**src/rtl/toy_bus_dslice_req_ack.sv**
```systemverilog
// Per-target register slice for one decoder output port of the toy bus.
// Request path: 2-entry skid FIFO toward the target node. Ack path: 2-entry
// skid FIFO back toward the ack arbiter. Requests leaving toward the target
// are capped by an in-flight counter (MAX_OUTSTANDING).
// Optional watchdog: define TOY_BUS_SLICE_TIMEOUT_EN to enable a sticky
// timeout_err flag after TIMEOUT_CYCLES cycles without ack progress.
//
// Handshake: a beat transfers on a rising clk edge where vld & rdy are both 1.
// A producer that raised vld keeps vld and payload stable until accepted.
// Every rdy driven by this block comes straight from a registered FIFO
// count, so there is no combinational path from a downstream rdy to an
// upstream rdy.

// 2-entry FIFO used as a skid buffer on either channel.
module toy_bus_dslice_skid #(
  parameter int W = 8
) (
  input  logic         clk,
  input  logic         rst,
  input  logic         i_push,
  input  logic [W-1:0] i_data,
  output logic         o_rdy,
  input  logic         i_pop,
  output logic         o_nonempty,
  output logic [W-1:0] o_head
);
  logic [W-1:0] r_mem [2];
  logic         r_wr_ptr;
  logic         r_rd_ptr;
  logic [1:0]   r_count;
  logic         w_push;
  logic         w_pop;

  assign o_rdy      = (r_count != 2'd2);
  assign o_nonempty = (r_count != 2'd0);
  assign o_head     = r_mem[r_rd_ptr];
  // A push while full is refused (rdy was 0); a pop while full still happens.
  assign w_push     = i_push & o_rdy;
  assign w_pop      = i_pop & o_nonempty;

  // Storage, pointers and occupancy count.
  always_ff @(posedge clk or posedge rst) begin
    if (rst) begin
      r_mem[0] <= '0;
      r_mem[1] <= '0;
      r_wr_ptr <= 1'b0;
      r_rd_ptr <= 1'b0;
      r_count  <= 2'd0;
    end else begin
      if (w_push) begin
        r_mem[r_wr_ptr] <= i_data;
        r_wr_ptr        <= ~r_wr_ptr;
      end
      if (w_pop) begin
        r_rd_ptr <= ~r_rd_ptr;
      end
      case ({w_push, w_pop})
        2'b10:   r_count <= r_count + 2'd1;
        2'b01:   r_count <= r_count - 2'd1;
        default: r_count <= r_count;
      endcase
    end
  end
endmodule

module toy_bus_dslice_req_ack #(
  parameter int MAX_OUTSTANDING = 4,
  parameter int TIMEOUT_CYCLES  = 1024
) (
  input  logic         clk,
  input  logic         rst,
  // request from decoder output
  input  logic         i_in_req_vld,
  output logic         o_in_req_rdy,
  input  logic [31:0]  i_in_req_addr,
  input  logic [31:0]  i_in_req_strb,
  input  logic [255:0] i_in_req_data,
  input  logic         i_in_req_opcode,
  input  logic [3:0]   i_in_req_src_id,
  input  logic [3:0]   i_in_req_tgt_id,
  input  logic [9:0]   i_in_req_sideband,
  // request to target node
  output logic         o_out_req_vld,
  input  logic         i_out_req_rdy,
  output logic [31:0]  o_out_req_addr,
  output logic [31:0]  o_out_req_strb,
  output logic [255:0] o_out_req_data,
  output logic         o_out_req_opcode,
  output logic [3:0]   o_out_req_src_id,
  output logic [3:0]   o_out_req_tgt_id,
  output logic [9:0]   o_out_req_sideband,
  // ack from target node
  input  logic         i_out_ack_vld,
  output logic         o_out_ack_rdy,
  input  logic         i_out_ack_opcode,
  input  logic [255:0] i_out_ack_data,
  input  logic [9:0]   i_out_ack_sideband,
  input  logic [3:0]   i_out_ack_src_id,
  input  logic [3:0]   i_out_ack_tgt_id,
  // ack toward ack arbiter
  output logic         o_in_ack_vld,
  input  logic         i_in_ack_rdy,
  output logic         o_in_ack_opcode,
  output logic [255:0] o_in_ack_data,
  output logic [9:0]   o_in_ack_sideband,
  output logic [3:0]   o_in_ack_src_id,
  output logic [3:0]   o_in_ack_tgt_id,
  // status
  output logic [3:0]   o_outstanding,
  output logic         o_timeout_err
);
  localparam int REQ_W = 32 + 32 + 256 + 1 + 4 + 4 + 10;
  localparam int ACK_W = 1 + 256 + 10 + 4 + 4;

  // Out-of-range parameters are rejected at elaboration.
  if (MAX_OUTSTANDING < 1 || MAX_OUTSTANDING > 15 ||
      TIMEOUT_CYCLES < 1 || TIMEOUT_CYCLES > 65535) begin : g_bad_params
    $error("toy_bus_dslice_req_ack: parameter out of range");
  end

  logic [REQ_W-1:0] w_req_in;
  logic [REQ_W-1:0] w_req_head;
  logic             w_req_nonempty;
  logic [ACK_W-1:0] w_ack_in;
  logic [ACK_W-1:0] w_ack_head;
  logic             w_req_hs;
  logic             w_ack_hs;
  logic [3:0]       r_outstanding;

  assign w_req_in = {i_in_req_addr, i_in_req_strb, i_in_req_data, i_in_req_opcode,
                     i_in_req_src_id, i_in_req_tgt_id, i_in_req_sideband};
  assign w_ack_in = {i_out_ack_opcode, i_out_ack_data, i_out_ack_sideband,
                     i_out_ack_src_id, i_out_ack_tgt_id};

  // Requests toward the target are held back once the in-flight cap is hit.
  assign o_out_req_vld = w_req_nonempty & (r_outstanding < 4'(MAX_OUTSTANDING));
  assign w_req_hs      = o_out_req_vld & i_out_req_rdy;
  assign w_ack_hs      = i_out_ack_vld & o_out_ack_rdy;

  toy_bus_dslice_skid #(.W(REQ_W)) u_req_fifo (
    .clk        (clk),
    .rst        (rst),
    .i_push     (i_in_req_vld),
    .i_data     (w_req_in),
    .o_rdy      (o_in_req_rdy),
    .i_pop      (w_req_hs),
    .o_nonempty (w_req_nonempty),
    .o_head     (w_req_head)
  );

  toy_bus_dslice_skid #(.W(ACK_W)) u_ack_fifo (
    .clk        (clk),
    .rst        (rst),
    .i_push     (i_out_ack_vld),
    .i_data     (w_ack_in),
    .o_rdy      (o_out_ack_rdy),
    .i_pop      (o_in_ack_vld & i_in_ack_rdy),
    .o_nonempty (o_in_ack_vld),
    .o_head     (w_ack_head)
  );

  assign {o_out_req_addr, o_out_req_strb, o_out_req_data, o_out_req_opcode,
          o_out_req_src_id, o_out_req_tgt_id, o_out_req_sideband} = w_req_head;
  assign {o_in_ack_opcode, o_in_ack_data, o_in_ack_sideband,
          o_in_ack_src_id, o_in_ack_tgt_id} = w_ack_head;

  // In-flight counter: +1 per request sent, -1 per ack received, floor at 0.
  always_ff @(posedge clk or posedge rst) begin
    if (rst) begin
      r_outstanding <= 4'd0;
    end else if (w_req_hs && !w_ack_hs) begin
      r_outstanding <= r_outstanding + 4'd1;
    end else if (w_ack_hs && !w_req_hs && r_outstanding != 4'd0) begin
      r_outstanding <= r_outstanding - 4'd1;
    end
  end

  assign o_outstanding = r_outstanding;

`ifdef TOY_BUS_SLICE_TIMEOUT_EN
  logic [15:0] r_wd_cnt;
  logic        r_timeout_err;

  // Watchdog: counts cycles with requests in flight and no ack returning.
  always_ff @(posedge clk or posedge rst) begin
    if (rst) begin
      r_wd_cnt      <= 16'd0;
      r_timeout_err <= 1'b0;
    end else if (w_ack_hs || r_outstanding == 4'd0) begin
      r_wd_cnt <= 16'd0;
    end else if (r_wd_cnt != 16'(TIMEOUT_CYCLES)) begin
      r_wd_cnt <= r_wd_cnt + 16'd1;
      if (r_wd_cnt == 16'(TIMEOUT_CYCLES - 1)) begin
        r_timeout_err <= 1'b1;
      end
    end
  end

  assign o_timeout_err = r_timeout_err;
`else
  assign o_timeout_err = 1'b0;
`endif
endmodule

```
**config.mk**
```make
export PLATFORM = sky130hd
export DESIGN_NAME = toy_bus_dslice_req_ack
export DESIGN_NICKNAME = d
export VERILOG_FILES = /design/src/rtl/toy_bus_dslice_req_ack.sv
export SDC_FILE = /design/constraint.sdc
export NUM_CORES = 2
export LEC_CHECK = 0
export ABC_AREA = 0
export CAP_MARGIN = 20
export CORE_AREA = 2 2 481 483
export DETAILED_ROUTE_END_ITERATION = 10
export DIE_AREA = 0 0 483 485
export PLACE_DENSITY = 0.54
export SLEW_MARGIN = 20
export SYNTH_ARGS = -nofsm -noshare
export SYNTH_HDL_FRONTEND = slang
export SYNTH_SLANG_ARGS = --single-unit
```
**constraint.sdc**
```tcl
create_clock -name clk -period 43.7 [get_ports clk]
set_clock_uncertainty 0.1 [all_clocks]
set_input_delay 6.555 -clock clk [delete_from_list [all_inputs] [get_ports clk]]
set_output_delay 6.555 -clock clk [all_outputs]
set_load 0.02 [all_outputs]
```
Word level (Yosys, flattened, before mapping)
Index checks and enable logic that the tools add are counted.

Bits in registers: 1240. Input bits: 620. Output and inout port bits: 623. Word-level logic and storage cells: 74.

Add/sub/neg operators: 6. Magnitude comparators: 7. Eq/ne operators: 6. Multiplexer cells: 16. Bitwise gates (word level): 15. Reduce and logical (&&, ||, !) cells: 13.

Operators by type and width (number): 339-bit 2-to-1 mux (4); 275-bit 2-to-1 mux (4); 678-bit bitwise mux (1); 550-bit bitwise mux (1); 339-bit demux with 1-bit select (1); 275-bit demux with 1-bit select (1); 2-bit nonzero test (5); 2-bit greater-or-equal comparator, second input constant (4); 4-bit 2-to-1 mux (2); 1-bit NOT with 2-bit output (4); 2-bit one-hot mux with 2 select lines (2); 1-bit bitwise AND (7); 1-bit logical AND (5); 2-bit by 1-bit adder with 2-bit output, second input constant (2); 4-bit by 1-bit adder with 4-bit output, second input constant (1); 2-bit by 1-bit equality test with 1-bit output, second input constant (2); 2-bit equality test, second input constant (2); 2-bit by 1-bit < comparator with 1-bit output, second input constant (2); 4-bit by 3-bit < comparator with 1-bit output, second input constant (1); 2-bit inequality test, second input constant (2); 1-bit NOT (4); 4-bit nonzero test (1); 2-bit by 1-bit subtractor with 2-bit output, second input constant (2); 4-bit by 1-bit subtractor with 4-bit output, second input constant (1); 1-bit zero test (2).

Depth between registers and ports, before layout
Depth in word-level cells: 8. Depth in mapped cells: 8. Gate-level depth less buffers: 8.

By module
Synthesis repeated with hierarchy kept, for this count alone.

Cells, all modules: 3340. Area total of the unflattened synthesis: 59261.8 µm².

By module, submodules not included: toy_bus_dslice_skid (u_req_fifo) (times used 1, cells an instance 1827, area an instance 32533.7 µm², sequential area each 17066.4 µm²); toy_bus_dslice_skid (u_ack_fifo) (times used 1, cells an instance 1486, area an instance 26421.6 µm², sequential area each 13863.3 µm²); toy_bus_dslice_req_ack (times used 1, cells an instance 27, area an instance 306.5 µm², sequential area each 100.1 µm²).

Worst setup path after synthesis
OpenSTA, ideal clock, no wires.

Kind: input to register. Start point: in i_out_ack_vld. End point: reg r_outstanding[3], in the netlist o_outstanding[3]. Setup time: 69 ps. Arrival: 8128 ps. Required time: 43531 ps. Slack: 35403 ps. Cell stages on the path: 7. Path buffers: 0. Cells stage by stage: a2111oi_4 -> inv_1 -> ha_1 -> a21o_1 -> a21o_1 -> or4_1 -> nand3_1.

Longest elaborated chain between the ends: 4. Elaborated cells between the ends (all ways): 7. Those cells by class: mux (1); bitwise (1); reduce/logical (5).

RTL lines: start, declared (RTL line 93) `input logic i_out_ack_vld,`; 1-bit bitwise AND (*) (RTL line 138) `assign w_ack_hs = i_out_ack_vld & o_out_ack_rdy;`; 1-bit zero test or 1-bit logical AND (tied branches) (RTL line 171, 173); 1-bit logical AND (on tied branches) (RTL line 171, 173); 4-bit 2-to-1 mux or 2-bit nonzero test (tied branches); end signal, assigned (RTL line 172) `r_outstanding <= r_outstanding + 4'd1;`; end signal, assigned (RTL line 174) `r_outstanding <= r_outstanding - 4'd1;`; end, declared (RTL line 128) `logic [3:0] r_outstanding;`.

Mark *: on every way between the ends. The rest lies on a longest branch, timed or not. A chain may end at the register's enable or synchronous reset.

Final worst setup path
Start point: reg u_req_fifo.r_rd_ptr. End point: out o_out_req_data[42].

Longest elaborated chain between the ends: 4.

RTL lines: start, declared (RTL line 29) `logic r_rd_ptr;`; start signal, assigned (RTL line 55) `r_rd_ptr <= ~r_rd_ptr;`; 1-bit NOT with 2-bit output (implied by the code) (RTL line 36) `assign o_head = r_mem[r_rd_ptr];`; 339-bit 2-to-1 mux (implied by the code) (3 in a row) (RTL line 36); end, declared (RTL line 87) `output logic [255:0] o_out_req_data,`.

No other way between the ends. The select of a mux whose other input is x is not followed.

==> summary.md <==
| Metric | Value |
|---|---|
| Status | `completed` |
| Vias after detailed routing | `33.70k` |
| H-tree depth | `4` |
| Clock root buffer | `clkbuf_16` |
| Hold Path Depth | `1` |
| Setup crit start kind | `register` |
| Syn avg cell area | `16.18 sq um` |
| Peak VDD IR | `0.04691 mV` |
| Max Cap Violations | `0` |
| Measured slew at the worst slew-check pin | `1138 ps` |
| WHS Endpoint | `u_ack_fifo.r_mem[515]$_DFFE_PP0P_` |
| Most used DFF post-synth | `dfrtp_1` |
| YS warnings | `0` |
| Setup TNS | `0 ps` |
| Sequential fraction of the synthesis area | `57.50%` |
| Io pins | `1243` |
| Vias per cell | `4.353` |
| DRC viols | `0` |
| Max Slew Vio Count | `0` |
| Post-synthesis simple-gate area fraction | `0.2829%` |
| FF-to-FF path depth | `6` |
| Die Y | `485 microns` |
| Largest family of logic cells by synthesized area | `multiplexers` |
| Fin crit period | `12040 ps` |
| Critical Path Max Stage Delay | `910 ps` |
| Worst-path fanout max | `139` |
| Core area | `229000 sq um` |
| Setup CP Type | `reg -> out` |
| Fraction of layout cells with a size suffix above 1 | `45.22%` |
| Post-route ant nets | `0` |
| Clk sinks | `1240` |
| CTS tree | `built` |
| R2r startpoint | `u_ack_fifo.r_count[0]$_DFFE_PP0P_` |
| Row count | `176` |
| Final std cells w/o fill | `7742` |
| Slack of the critical path | `31660 ps` |
| First-pass GRT wire length | `281.3 mm` |
| Hold_buf cts | `0` |
| DR pass1 iterations | `4` |
| Port bufs | `1241` |
| Grt total ovfl | `0` |
| Multiplexer area fraction after synthesis | `38.48%` |
| Initial Util | `23.56%` |
| Design Area, Final | `74280 sq um` |
| Crit Reg-Reg Endpoint | `u_ack_fifo.r_mem[59]$_DFFE_PP0P_` |
| Syn_nets | `3960` |
| Pleak | `29.78 nW` |
| CTS clk-pin slew, worst paths | `60 ps` |
| Total CTS buffers | `155` |
| Cells after synthesis | `3335` |
| Final period utilization | `27.55%` |
| CP max-delay cell | `buf_4` |
| WP data required | `37050 ps` |
| Post-synthesis compound-gate area fraction | `0.1484%` |
| CP cell instances | `buf_12, buf_4, buf_4, mux2_2, clkdlybuf4s50_1` |
| Placed Area | `68820 sq um` |
| R2R setup slack | `39390 ps` |
| Die area | `234300 sq um` |
| Initial antenna violation count | `123` |
| RSZ-0062 raised after global routing | `no` |
| Area growth from synthesis to layout | `37.64%` |
| GRT Total Usage | `16.81%` |
| Register bit total from synthesis | `1240` |
| Vias in the first global route | `36.02k` |
| CP delay by family, top | `buffers and inverters` |
| Post-DP HPWL | `150.1 mm` |
| Power density cells | `93.21 nW/um^2` |
| CP Capture Type | `output pin` |
| Fmax | `83.05 MHz` |
| Longest Clk Path Bufs | `3` |
| Most used cell, CP | `buf_4` |
| Post-synth EDFFs | `0` |
| RePlAce Congestion | `0.8372` |
| Routed WL per cell | `26.01 microns` |
| Commonest cells after routing, fill and taps aside | `mux2_2 (1820), clkdlybuf4s50_1 (1241), dfrtp_1 (1238)` |
| FFs w/ async S/R, synth | `100.0%` |
| Largest net degree at the start of global routing | `156` |
| Setup violators final | `0` |
| Final net count | `5194` |
| Post-Syn Area | `53960 sq um` |
| Commonest non-fill, non-tap cell in the layout | `mux2_2` |
| Dpl ws | `31310 ps` |
| Chip width | `483 microns` |
| Sum of buffers and inverters on the critical path | `4` |
| Worst hold path type | `reg -> reg` |
| Post-synthesis xor/xnor area fraction | `0.1948%` |
| Hold slack | `384.2 ps` |
| Synth cell types | `33` |
| Clk_lat worst skew | `820 ps` |
| Post-CTS Resized | `0` |
| Drt total wl | `201.4 mm` |
| Adder-Cell Fraction of Synth Area | `0.1298%` |
| Min-delay src | `u_ack_fifo.r_mem[515]$_DFFE_PP0P_` |
| Worst endpoint data arrival time | `5390 ps` |
| Relative slew slack | `24.15%` |
| Setup Buffers After CTS | `0` |
| Initial drt markers | `1129` |
| Filler Cell Count | `22.53k` |
| Placed insts | `7436` |
| Final Hold Fails | `0` |
[state kept, by name (all words and copies together) (netlist names)]
register,flops
u_req_fifo.r_mem,678
u_ack_fifo.r_mem,550
o_outstanding,4
u_ack_fifo.r_count,2
u_req_fifo.r_count,2
u_ack_fifo.r_rd_ptr,1
u_ack_fifo.r_wr_ptr,1
u_req_fifo.r_rd_ptr,1
u_req_fifo.r_wr_ptr,1
[routing by layer]
metal / GRT usage (%) / up-vias / part of all wire [%]
met3: 6.786 / 386 / 8.9
met2: 26.60 / 1199 / 46
li1: - / 14500 / -
met5: 0 / - / 0.086
met1: 20.79 / 17590 / 42
met4: 5.410 / 28 / 2.8
[cell type report]
class / instances / area [sq um] / share of cell area [%]
inverters: 3 / 18.77 / 0.02527
multi-input cells: 1888 / 21190 / 28.53
repair buffers: 1281 / 12840 / 17.29
clock buffers: 229 / 4547 / 6.122
flip-flops and latches: 1240 / 31040 / 41.79
clock inverters: 52 / 792.0 / 1.066
diodes: 23 / 57.56 / 0.07749
well taps: 3026 / 3786 / 5.097
[Yosys cell counts, types with 2 or more instances]
master,number,area (sq um)
buf_4,4,30.03
clkbuf_1,13,48.80
buf_2,68,340.3
ha_1,4,50.05
dfrtp_1,1240,31030
a21o_1,2,15.01
buf_6,117,1318
xor2_1,6,52.55
nand2b_4,2,27.53
mux2_1,24,270.3
inv_1,3,11.26
nor2_4,2,22.52
mux2_2,1820,20490
nand3_2,2,20.02
xnor2_1,6,52.55
nor2_1,4,15.01
buf_1,2,7.510
[power breakdown]
part	internal, W	switching, W	total, W	leakage, nW
Combinational	0.00180	0.00173	0.00353	12.6
Clock	0.000782	0.000537	0.00132	2.58
Sequential	0.00174	0.000333	0.00208	14.6
[worst max path at each step]
stage,startpoint,endpoint,slack [ps],cells past startpoint
after floorplan,rst,o_outstanding[0]$_DFFE_PP0P_,2100,1
after global placement,rst,u_req_fifo.r_mem[141]$_DFFE_PP0P_,31510,7
after detailed placement,rst,u_req_fifo.r_mem[141]$_DFFE_PP0P_,31310,7
after CTS,u_req_fifo.r_rd_ptr$_DFFE_PP0P_,o_out_req_data[42],31490,5
after global routing,u_req_fifo.r_rd_ptr$_DFFE_PP0P_,o_out_req_data[42],31340,5
final,u_req_fifo.r_rd_ptr$_DFFE_PP0P_,o_out_req_data[42],31660,5
[cell families (layout without fill, tap and decap cells)]
group / count (synthesis) / after routing
AOI/OAI and AO/OA: 8 / 8
xor gates and xnor gates: 12 / 12
adders and majority gates: 5 / 5
buffers and inverters: 207 / 1565
DFF: 1240 / 1240
muxes: 1844 / 1844
other: 1 / 24
and+or+nand+nor: 18 / 18
[stage by stage]
stage               total power (W)  util (%)
floorplan                  0.004101         -
global placement           0.005595     30.05
detailed placement         0.005647     30.05
global route               0.007290     32.42
CTS                        0.007019     32.38
finish                     0.006923     32.43
Power figures use the tool's default switching activity.
